`src/rtl/pwm_sequencer.sv`:
```
// Programmable duty sequencer feeding the PWM generator, period-aligned.
// Optional PWM_SEQ_RAMP_EN: duty ramps one LSB per period toward each entry.
module pwm_sequencer #(
  parameter int R = 8,
  parameter int N = 8,
  parameter int HW = 16,
  parameter logic [R-1:0] IDLE_DUTY = '0,
  localparam int AW = $clog2(N)
) (
  input  logic          clk,
  input  logic          reset,
  input  logic          wr_en,
  input  logic [AW-1:0] wr_addr,
  input  logic [R-1:0]  wr_duty,
  input  logic [HW-1:0] wr_hold,
  input  logic [AW-1:0] last_idx,
  input  logic          loop_en,
  input  logic          start,
  input  logic          stop,
  input  logic          period_tick,
  output logic [R-1:0]  duty,
  output logic          duty_load,
  output logic [AW-1:0] step_idx,
  output logic          busy,
  output logic          done
);

  typedef enum logic [1:0] {
    IDLE,
    ARM,
    RUN
  } state_t;

  state_t state, state_d;

  logic [R-1:0]  tbl_duty [N];
  logic [HW-1:0] tbl_hold [N];

  logic [HW-1:0] hold_cnt, hold_d;
  logic [AW-1:0] last_q, last_d, idx_d;
  logic          loop_q, loop_d;
  logic [R-1:0]  duty_d;
  logic          load_d, done_d;
  logic          ld;
  logic [AW-1:0] ld_idx;
  logic [R-1:0]  ld_duty;
  logic [HW-1:0] ld_hold;

`ifdef PWM_SEQ_RAMP_EN
  logic [R-1:0]  tgt_q, tgt_d;
  logic          ramp_q, ramp_d;
  logic [HW-1:0] cur_hold;

  function automatic logic [R-1:0] toward(
    input logic [R-1:0] cur,
    input logic [R-1:0] tgt
  );
    return (cur < tgt) ? cur + R'(1) : cur - R'(1);
  endfunction

  assign cur_hold = (tbl_hold[step_idx] == '0) ?
                    HW'(1) : tbl_hold[step_idx];
`endif

  // Only RUN advances past entry 0; ARM always loads entry 0.
  assign ld_idx  = (state == RUN && step_idx < last_q) ?
                   step_idx + AW'(1) : '0;
  assign ld_duty = tbl_duty[ld_idx];
  assign ld_hold = (tbl_hold[ld_idx] == '0) ?
                   HW'(1) : tbl_hold[ld_idx];

  assign busy = (state != IDLE);

  always_ff @(posedge clk or negedge reset) begin
    if (!reset) begin
      for (int i = 0; i < N; i++) begin
        tbl_duty[i] <= '0;
        tbl_hold[i] <= '0;
      end
    end else if (wr_en && state == IDLE) begin
      tbl_duty[wr_addr] <= wr_duty;
      tbl_hold[wr_addr] <= wr_hold;
    end
  end

  always_ff @(posedge clk or negedge reset) begin
    if (!reset) begin
      state     <= IDLE;
      duty      <= IDLE_DUTY;
      duty_load <= 1'b0;
      done      <= 1'b0;
      step_idx  <= '0;
      hold_cnt  <= '0;
      last_q    <= '0;
      loop_q    <= 1'b0;
`ifdef PWM_SEQ_RAMP_EN
      tgt_q     <= IDLE_DUTY;
      ramp_q    <= 1'b0;
`endif
    end else begin
      state     <= state_d;
      duty      <= duty_d;
      duty_load <= load_d;
      done      <= done_d;
      step_idx  <= idx_d;
      hold_cnt  <= hold_d;
      last_q    <= last_d;
      loop_q    <= loop_d;
`ifdef PWM_SEQ_RAMP_EN
      tgt_q     <= tgt_d;
      ramp_q    <= ramp_d;
`endif
    end
  end

  always_comb begin
    state_d = state;
    duty_d  = duty;
    load_d  = 1'b0;
    done_d  = 1'b0;
    idx_d   = step_idx;
    hold_d  = hold_cnt;
    last_d  = last_q;
    loop_d  = loop_q;
    ld      = 1'b0;
`ifdef PWM_SEQ_RAMP_EN
    tgt_d   = tgt_q;
    ramp_d  = ramp_q;
`endif
    unique case (state)
      IDLE: begin
        duty_d = IDLE_DUTY;
        if (start && !stop) begin
          last_d  = last_idx;
          loop_d  = loop_en;
          idx_d   = '0;
          state_d = ARM;
        end
      end
      ARM: begin
        if (stop) begin
          state_d = IDLE;
          duty_d  = IDLE_DUTY;
        end else if (period_tick) begin
          ld      = 1'b1;
          state_d = RUN;
        end
      end
      RUN: begin
        if (stop) begin
          state_d = IDLE;
          duty_d  = IDLE_DUTY;
`ifdef PWM_SEQ_RAMP_EN
          ramp_d  = 1'b0;
`endif
        end else if (period_tick) begin
`ifdef PWM_SEQ_RAMP_EN
          if (ramp_q) begin
            if (duty != tgt_q) begin
              duty_d = toward(duty, tgt_q);
            end else begin
              hold_d = cur_hold;
              ramp_d = 1'b0;
            end
          end else
`endif
          begin
            if (hold_cnt > HW'(1)) begin
              hold_d = hold_cnt - HW'(1);
            end else if (step_idx < last_q || loop_q) begin
              ld = 1'b1;
            end else begin
              state_d = IDLE;
              duty_d  = IDLE_DUTY;
              done_d  = 1'b1;
            end
          end
        end
      end
      default: state_d = IDLE;
    endcase

    if (ld) begin
      idx_d  = ld_idx;
      load_d = 1'b1;
`ifdef PWM_SEQ_RAMP_EN
      tgt_d  = ld_duty;
      // Hold starts only once the ramp has reached the target.
      if (duty == ld_duty) begin
        hold_d = ld_hold;
        ramp_d = 1'b0;
      end else begin
        duty_d = toward(duty, ld_duty);
        ramp_d = 1'b1;
      end
`else
      duty_d = ld_duty;
      hold_d = ld_hold;
`endif
    end
  end

endmodule

```
`config.mk`:
```
export PLATFORM = sky130hd
export DESIGN_NAME = pwm_sequencer
export DESIGN_NICKNAME = d
export VERILOG_FILES = /design/src/rtl/pwm_sequencer.sv
export SDC_FILE = /design/constraint.sdc
export NUM_CORES = 1
export LEC_CHECK = 0
export BUFFER_PORTS_ARGS = -buffer_cell sky130_fd_sc_hd__buf_4
export CAP_MARGIN = 40
export CORE_ASPECT_RATIO = 2
export CORE_MARGIN = 1
export CORE_UTILIZATION = 40
export CTS_CLUSTER_DIAMETER = 200
export DETAILED_ROUTE_END_ITERATION = 10
export PLACE_DENSITY = 0.6
export SLEW_MARGIN = 10
export SYNTH_ARGS = -nofsm -noshare
export SYNTH_HDL_FRONTEND = slang
export SYNTH_SLANG_ARGS = --single-unit
```
`constraint.sdc`:
```
create_clock -name clk -period 5.1 [get_ports clk]
set_input_delay 0 -clock clk [delete_from_list [all_inputs] [get_ports clk]]
set_output_delay 0 -clock clk [all_outputs]
set_load 0.05 [all_outputs]
```
==> out/qor.txt, run 1 <==
unrepaired setup endpoints after global routing: false
CTS buffer count: 21
CP arrival: 3.63 ns
Worst Clk Skew: 0.0151 ns
Fin Hold WS: 0.112 ns
Max-cap violations: 0
number of synthesized flops with an enable pin: 0
syn avg cell area: 12.1 µm²
r2r setup slk: 1.87 ns
DRC viols: 0
TritonRoute pass-1 iters: 4
Sw Ratio: 34.0%
largest net degree at the start of global routing: 123
antenna violations before repair: 0
core area: 0.0264 mm²
Int Power: 0.00486 W
starting density of the core: 41.0%
post-layout net count: 1020
peak supply drop: 0.245 mV
Cells after Synth: 895
Die Span Y: 234 µm
Synth Net Count: 941
sequential share of power: 43.2%
Distinct cells, synth: 60
total setup buffers inserted after CTS: 0
post-synthesis sequential area ratio: 52.6%
combinational cell fraction of total power: 34.7%
ys async rst share: 100%
DR WL/cell: 21.5 µm
Rel. slew slack: 44.3%
Clock power frac: 22.1%
first-pass GRT wire length: 45.6 mm
first-iteration detailed-routing DRC count: 513
Crit path required time: 5.50 ns
crit share post-route: 63.4%
layout cell share with drive strength beyond 1: 33.5%
CP cell instances: ha_2 -> buf_4 -> inv_1 -> a2111oi_2 -> buf_2 -> nand3_1 -> a32oi_1 -> nor4_1 -> nand4_1 -> o21bai_1
# rows: 84
Fillers: 2457
Net Sw Power: 0.00251 W
power density over the cells: 583 mW/mm²
vias per inst: 5.63
DRT antenna net count: 0
crit start category: flop
Setup TNS Final: 0 ns
leading post-synthesis cells by cell area: dfrtp_1 53%, mux2_2 21%, mux2i_1 3.0%
f_max: 309 MHz
Port Buf Inserts: 50
post-synth top area share: 52.6%
# IOs: 51
Pleak: 5.45 nW
CP Max Fanout: 24
Mapped Area: 0.0108 mm²
clk buf depth: 3
Yosys Warn Count: 0
vias in the first global route: 8168
WP depth: 10
Final Hold Vio Count: 0
post_cts resized: 0
ys flop type: dfrtp_1
worst slew pin tran: 0.836 ns
chip width: 118 µm
routed vias: 7501
area leader, netlist: dfrtp_1
Reg2Reg Launch Point: step_idx[1]
ANT cells: 0
Worst Path Class, Setup: flop to flop
Die Area: 0.0277 mm²
CTS tree: built
CP Buf/Inv Count: 3
Slew Limit Fails: 0
H-tree depth: 1
Setup crit end kind: flop
worst skew pair latency: 0.52 ns
gr usage total: 21.5%
Top delay family on crit path: buffers and inverters
outcome: finished, final reports clean
Yosys reg bits: 227
most common cell after layout, fill and taps aside: dfrtp_1
Worst-path clk slew: 0.07 ns
HP Class: input pin to asynchronous set/reset pin
Critical Path Max Stage Delay: 0.78 ns
HPWL after detailed placement: 18.9 mm
CTS Root Cell: clkbuf_16
Crit Reg-Reg Endpoint: hold_cnt[0]
setup violators final: 0
CTS sink cnt: 227
Layout Area Growth over Synthesis: 17.0%
commonest cells after routing, fill and taps aside: 227 x dfrtp_1, 198 x mux2_2, 70 x buf_4
Total Wirelength: 28.7 mm
FF-to-FF path depth: 10
hold_buf cts: 33
Power, Total: 0.00737 W
gr ovfl total: 0
slowest cell on the critical path: ha_2
crit path time final: 3.23 ns
GPL Wtd Cong: 0.858
[cells by family (layout without fill, tap and decap cells)]
group / Yosys count / in the layout / synth area share [%]
adder cells (fa/ha/maj): 9 / 9 / 1.04
AND/OR/NAND/NOR: 189 / 189 / 8.60
XOR/XNOR: 17 / 17 / 1.38
multiplexers: 230 / 230 / 23.6
AO/OA/AOI/OAI: 150 / 150 / 9.90
flip-flops: 227 / 227 / 52.6
buffers and inverters: 73 / 166 / 2.93
[per-layer routing]
| metal | up-vias | global-route usage [%] | share of wire (%) | wire length (µm) |
|---|---|---|---|---|
| li1 | 3404 | - | - | - |
| met1 | 3831 | 22.5 | 37 | 10600 |
| met2 | 186 | 41.5 | 55 | 15900 |
| met3 | 80 | 1.89 | 2.5 | 723 |
| met4 | 0 | 12.7 | 5.2 | 1490 |
| met5 | - | 0 | 0 | 0 |
[cell type report]
cell class                 instances  area [µm²]  share of cell area (%)
sequential                       227        5680                    44.9
multi-input combinational        595        4840                    38.3
timing repair buffer             107         907                    7.17
clock buffer                      30         619                    4.90
tap                              344         430                    3.40
clock inverter                     7        88.8                   0.702
inverter                          22        82.6                   0.653
[flip-flops by register name, indices dropped and copies added, names as in the netlist]
name	flops
duty	8
step_idx	3
done	1
tbl_hold	128
duty_load	1
hold_cnt	16
state	2
tbl_duty	64
loop_q	1
last_q	3
[worst reg2reg max path: stages, from the launching register on]
cell	delay, ns
dfrtp_1	0.41
ha_2	0.78
buf_4	0.43
inv_1	0.22
a2111oi_2	0.24
buf_2	0.26
nand3_1	0.10
a32oi_1	0.36
nor4_1	0.11
nand4_1	0.12
o21bai_1	0.08
[through the flow]
| step | setup slack, ns | util, % | instances | area (µm²) |
|---|---|---|---|---|
| after floorplan | 2.49 | - | 895 | 10800 |
| after global placement | 1.50 | 43.9 | 1259 | 11600 |
| after detailed placement | 1.85 | 44.0 | 1262 | 11600 |
| after CTS | 1.82 | 47.9 | 1332 | 12600 |
| after global routing | 1.67 | 47.9 | 1332 | 12600 |
| final | 1.87 | 47.9 | 1332 | 12600 |
[power by group through the flow]
stage	Combinational (W)	Clock [W]	Sequential, W
floorplan	0.00187	0	0.00307
global placement	0.00250	0	0.00318
detailed placement	0.00255	0	0.00320
CTS	0.00259	0.00167	0.00317
global route	0.00280	0.00173	0.00328
finish	0.00256	0.00163	0.00318
[cells in the mapped netlist (5+ instances only)]
| master | number |
|---|---|
| a221oi_1 | 22 |
| clkbuf_1 | 33 |
| nor3_1 | 14 |
| xor2_1 | 7 |
| nor2_1 | 35 |
| o22ai_1 | 12 |
| dfrtp_1 | 227 |
| a31oi_1 | 8 |
| a211oi_1 | 6 |
| nand2_1 | 62 |
| o21ai_0 | 40 |
| mux2_2 | 198 |
| a22oi_1 | 8 |
| nand3_1 | 30 |
| buf_2 | 13 |
| a21o_1 | 9 |
| or3_1 | 5 |
| xnor2_1 | 10 |
| nand2b_1 | 7 |
| inv_1 | 21 |
| mux2i_1 | 32 |
| a32oi_1 | 5 |
| ha_1 | 9 |
| a21oi_1 | 16 |
[worst max path at each step]
stage	slack (ns)	start	end
after global routing	1.67	step_idx[1]	hold_cnt[0]
after floorplan	2.49	step_idx[2]	hold_cnt[0]
after detailed placement	1.85	step_idx[1]	hold_cnt[0]
final	1.87	step_idx[1]	hold_cnt[0]
after global placement	1.50	step_idx[1]	hold_cnt[0]
after CTS	1.82	step_idx[1]	hold_cnt[0]
Power figures use the tool's default switching activity.
==> run 2: changes to the inputs <==
==> constraint.sdc (replaced) <==
create_clock -name clk -period 3.15 [get_ports clk]
set_input_delay 0 -clock clk [delete_from_list [all_inputs] [get_ports clk]]
set_output_delay 0 -clock clk [all_outputs]
set_load 0.05 [all_outputs]
==> out/qor.txt, run 2 (same netlist as run 1, synthesis figures left out) <==
HPWL after detailed placement: 19.3 mm
Setup crit end kind: flop
Max-cap violations: 0
registers with the most flip-flops: tbl_hold x128, tbl_duty x64, hold_cnt x16
layout cell share with drive strength beyond 1: 33.7%
vias in the first global route: 8077
Die Span Y: 234 µm
DRT antenna net count: 0
Critical Path Max Stage Delay: 0.41 ns
slowest cell on the critical path: o221ai_1
vias per inst: 5.62
FF/Latch Area: 0.00568 mm²
crit share post-route: 92.8%
Top delay family on crit path: compound AO/OA/AOI/OAI gates
Layout Area Growth over Synthesis: 18.1%
Reg with most FFs: tbl_hold
Pleak: 5.50 nW
largest net degree at the start of global routing: 95
crit path time final: 2.92 ns
starting density of the core: 41.0%
DR WL/cell: 21.9 µm
setup violators final: 0
CTS sink cnt: 227
worst slew pin tran: 0.777 ns
f_max: 342 MHz
Setup TNS Final: 0 ns
Fin Hold WS: 0.0454 ns
chip width: 118 µm
outcome: finished, final reports clean
Worst Path Class, Setup: flop to flop
CP Max Fanout: 11
Fillers: 2416
Worst-path clk slew: 0.06 ns
post_cts resized: 0
# rows: 84
Rel. slew slack: 48.2%
gr usage total: 22.1%
Worst Clk Skew: 0.00983 ns
commonest cells after routing, fill and taps aside: 227 x dfrtp_1, 198 x mux2_2, 80 x buf_4
CP arrival: 3.37 ns
GPL Wtd Cong: 0.849
post-layout net count: 1032
antenna violations before repair: 0
max FFs per register: 128
CTS Root Cell: clkbuf_16
first-pass GRT wire length: 46.5 mm
first-iteration detailed-routing DRC count: 418
Sw Ratio: 34.1%
Total Wirelength: 29.3 mm
Slew Limit Fails: 0
peak supply drop: 0.369 mV
sequential share of power: 42.7%
CTS buffer count: 22
TritonRoute pass-1 iters: 4
unrepaired setup endpoints after global routing: false
combined area of the multi-input logic cells: 0.00483 mm²
H-tree depth: 1
CP Buf/Inv Count: 2
Final Instance Count excl. Fillers: 1341
core area: 0.0264 mm²
Crit path required time: 3.59 ns
gr ovfl total: 0
Int Power: 0.00795 W
# IOs: 51
dpl cells: 1273
Net Sw Power: 0.00411 W
DRC viols: 0
ANT cells: 0
worst skew pair latency: 0.52 ns
routed vias: 7534
CP cell instances: inv_1 -> ha_1 -> and2b_1 -> o211ai_2 -> nor2_2 -> buf_4 -> a32oi_1 -> o221ai_1 -> nand4b_1 -> o21bai_1
Final Hold Vio Count: 0
Clock power frac: 22.2%
CTS tree: built
most common cell after layout, fill and taps aside: dfrtp_1
combinational cell fraction of total power: 35.1%
power density over the cells: 945 mW/mm²
HP Class: input pin to flop
Die Area: 0.0277 mm²
clk buf depth: 3
Port Buf Inserts: 50
crit start category: flop
total setup buffers inserted after CTS: 0
## run 2: cell count changes in the layout (fill, tap and decap cells not counted), sizes merged
cell    delta
clkbuf     +1
clkinv     -3
buf       +11
## run 2: through the flow
stage | setup WS (ns) | util (%) | total power [W] | instance area (µm²)
2_1_floorplan | 0.536 | - | 0.00800 | 10800
4_1_cts | 0.273 | 48.4 | 0.0122 | 12800
3_3_place_gp | 0.303 | 44.4 | 0.00927 | 11700
5_1_grt | 0.121 | 48.4 | 0.0128 | 12800
6_report | 0.227 | 48.4 | 0.0121 | 12800
3_5_place_dp | 0.291 | 44.4 | 0.00942 | 11700
## run 2: power by group through the flow
stage               clock network (W)  logic [W]  registers [W]
finish                        0.00268    0.00423        0.00515
global route                  0.00282    0.00463        0.00532
CTS                           0.00274    0.00428        0.00515
detailed placement                  0    0.00422        0.00520
global placement                    0    0.00414        0.00514
floorplan                           0    0.00303        0.00497
## run 2: final timing paths
check,slack (ns),cells after the start,from,end
min in group asynchronous,0.10,2,reset,tbl_duty[30]
worst min-delay path,0.05,4,wr_addr[1],tbl_duty[6]
worst max-delay path,0.23,10,state[0],hold_cnt[0]
worst min register to register,0.50,1,tbl_hold[35],tbl_hold[35]
worst max register to register,0.23,10,state[0],hold_cnt[0]
max in group asynchronous,2.19,3,reset,tbl_hold[92]
## run 2: worst min-delay path, delay by kind of cell
family	cells	cell delay, ns
multiplexers	1	0.22
AND/OR/NAND/NOR	2	0.19
buffers and inverters	1	0.12
## run 2: area by class of cell
class	count	share of cell area, %
clock buffers	31	4.98
clock inverters	4	0.578
inverters	22	0.647
multi-input cells	595	37.9
flip-flops and latches	227	44.5
well taps	344	3.37
repair buffers	118	8.04
## run 2: per-layer routing
layer	global-route usage, %	part of all wire, %	wire (µm)
met1	23.3	37	10700
met2	41.5	54	15700
met3	1.79	2.7	798
met4	15.3	7.0	2070
met5	0	0	0
## run 2: repair_timing
action / in CTS / in global routing
hold buffers: 33 / 0
endpoints found under the hold margin: 291 / 0
setup endpoints to repair: 0 / 0
==> run 3: changes to the inputs <==
--- a/config.mk
+++ b/config.mk
@@ -12,7 +12,7 @@
 export CORE_UTILIZATION = 40
 export CTS_CLUSTER_DIAMETER = 200
 export DETAILED_ROUTE_END_ITERATION = 10
-export PLACE_DENSITY = 0.6
+export PLACE_DENSITY = 0.62
 export SLEW_MARGIN = 10
 export SYNTH_ARGS = -nofsm -noshare
 export SYNTH_HDL_FRONTEND = slang
==> constraint.sdc (replaced) <==
create_clock -name clk -period 2.55 [get_ports clk]
set_input_delay 0 -clock clk [delete_from_list [all_inputs] [get_ports clk]]
set_output_delay 0 -clock clk [all_outputs]
set_load 0.05 [all_outputs]
==> out/qor.txt, run 3 (same netlist as run 1, synthesis figures left out) <==
Int Power: 0.00996 W
Rel. slew slack: 54.4%
DRC viols: 0
Fillers: 2332
crit share post-route: 95.2%
largest net degree at the start of global routing: 87
Worst Clk Skew: 0.0168 ns
Net Sw Power: 0.00528 W
DR WL/cell: 21.3 µm
first-pass GRT wire length: 46.6 mm
worst skew pair latency: 0.52 ns
Clock power frac: 18.8%
slowest cell on the critical path: dfrtp_1
Worst Path Class, Setup: flop to flop
Pleak: 5.74 nW
power density over the cells: 1140 mW/mm²
Setup crit end kind: flop
outcome: finished, final reports clean
ANT cells: 0
worst hold path depth: 4
HP Class: input pin to flop
Layout Area Growth over Synthesis: 23.6%
CTS buffer count: 21
combinational cell fraction of total power: 39.3%
Slew Limit Fails: 0
crit path time final: 2.43 ns
f_max: 412 MHz
FF-to-FF path depth: 11
Setup TNS Final: 0 ns
CP Max Fanout: 10
# IOs: 51
starting density of the core: 41.0%
Worst-path clk slew: 0.07 ns
Final Hold Vio Count: 0
r2r setup slk: 0.12 ns
Max-cap violations: 0
Reg2Reg Launch Point: step_idx[0]
peak supply drop: 0.453 mV
CP cell instances: ha_4 -> buf_6 -> buf_4 -> inv_1 -> a2111oi_4 -> buf_4 -> nand3_1 -> a32oi_4 -> buf_4 -> nor2_1 -> a21oi_1
Reg with most FFs: tbl_hold
Total Wirelength: 29.4 mm
CTS Root Cell: clkbuf_16
HPWL after detailed placement: 19.8 mm
CTS tree: built
Crit Reg-Reg Endpoint: hold_cnt[11]
Critical Path Max Stage Delay: 0.42 ns
Crit path required time: 2.99 ns
post-layout net count: 1074
worst slew pin tran: 0.684 ns
Die Span Y: 234 µm
clk buf depth: 3
DRT antenna net count: 0
CTS sink cnt: 227
gr usage total: 22.1%
layout cell share with drive strength beyond 1: 39.8%
vias per inst: 5.55
# rows: 84
routed vias: 7667
H-tree depth: 1
most common cell after layout, fill and taps aside: dfrtp_1
Sw Ratio: 34.6%
core area: 0.0264 mm²
Critical Path Source: step_idx[0]
GPL Wtd Cong: 0.867
CP endpoint: hold_cnt[11]
commonest cells after routing, fill and taps aside: 226 x dfrtp_1, 198 x mux2_2, 108 x buf_4
first-iteration detailed-routing DRC count: 442
gr ovfl total: 0
chip width: 118 µm
setup violators final: 0
registers with the most flip-flops: tbl_hold x128, tbl_duty x64, hold_cnt x16
sequential share of power: 41.8%
Die Area: 0.0277 mm²
Most common cell on crit path: buf_4
Port Buf Inserts: 50
antenna violations before repair: 0
CP arrival: 2.86 ns
TritonRoute pass-1 iters: 5
vias in the first global route: 8285
Fin Hold WS: 0.0712 ns
crit start category: flop
max FFs per register: 128
-- run 3: cell types whose count changed in the layout (fill, tap and decap cells not counted), sizes merged --
cell,change
dlygate4sd3,-1
inv,+1
buf,+44
clkbuf,-3
bufinv,-2
clkinv,+2
-- run 3: layout make-up --
type | count | area, µm² | area share [%]
Clock buffer | 28 | 562 | 4.21
Clock inverter | 5 | 32.5 | 0.244
Inverter | 22 | 82.6 | 0.618
Multi-Input combinational cell | 595 | 5080 | 38.0
Sequential cell | 227 | 5680 | 42.5
Tap cell | 344 | 430 | 3.22
Timing Repair Buffer | 161 | 1490 | 11.2
-- run 3: worst max-delay path, delay by kind of cell, from the launching register on --
kind,cells,cell delay (ns)
AO/OA/AOI/OAI,3,0.59
AND/OR/NAND/NOR,2,0.17
adder cells (fa/ha/maj),1,0.35
buffers and inverters,5,0.81
flip-flops,1,0.42
-- run 3: layer usage --
layer,vias to the layer above,wire length [µm],track usage [%]
li1,3504,-,-
met1,3910,10400,23.0
met2,183,16500,42.8
met3,70,881,2.25
met4,0,1590,12.5
met5,-,0,0
-- run 3: how the worst min path moves through the flow --
stage	start	to	slack [ns]
final	wr_addr[1]	tbl_duty[38]	0.07
after detailed placement	reset	done	0.05
after CTS	wr_addr[1]	tbl_duty[38]	0.06
after global routing	reset	done	0.12
after global placement	reset	done	0.06
after floorplan	reset	done	-0.30
-- run 3: timing repair --
action / 4_1_cts / 5_1_grt
hold buffers: 32 / 0
endpoints found under the setup margin: 6 / 17
pin swaps: 2 / 10
setup buffers: 1 / 2
endpoints found under the hold margin: 279 / 0
gates resized for setup: 19 / 35
-- run 3: through the flow --
| stage | cell area, µm² | instances | power, W | utilization [%] | worst slack, ns |
|---|---|---|---|---|---|
| floorplan | 10800 | 895 | 0.00988 | - | 0.0203 |
| global placement | 12200 | 1313 | 0.0119 | 46.1 | -0.398 |
| detailed placement | 12200 | 1314 | 0.0120 | 46.1 | -0.407 |
| CTS | 13200 | 1380 | 0.0151 | 49.9 | -0.0212 |
| global route | 13400 | 1382 | 0.0162 | 50.6 | -0.0000200 |
| finish | 13400 | 1382 | 0.0152 | 50.6 | 0.122 |
-- run 3: power groups by stage --
stage / logic (W) / registers (W) / clock network [W]
after floorplan: 0.00374 / 0.00614 / 0
after global placement: 0.00554 / 0.00632 / 0
after CTS: 0.00582 / 0.00633 / 0.00294
final: 0.00599 / 0.00638 / 0.00287
after detailed placement: 0.00562 / 0.00638 / 0
after global routing: 0.00650 / 0.00658 / 0.00309
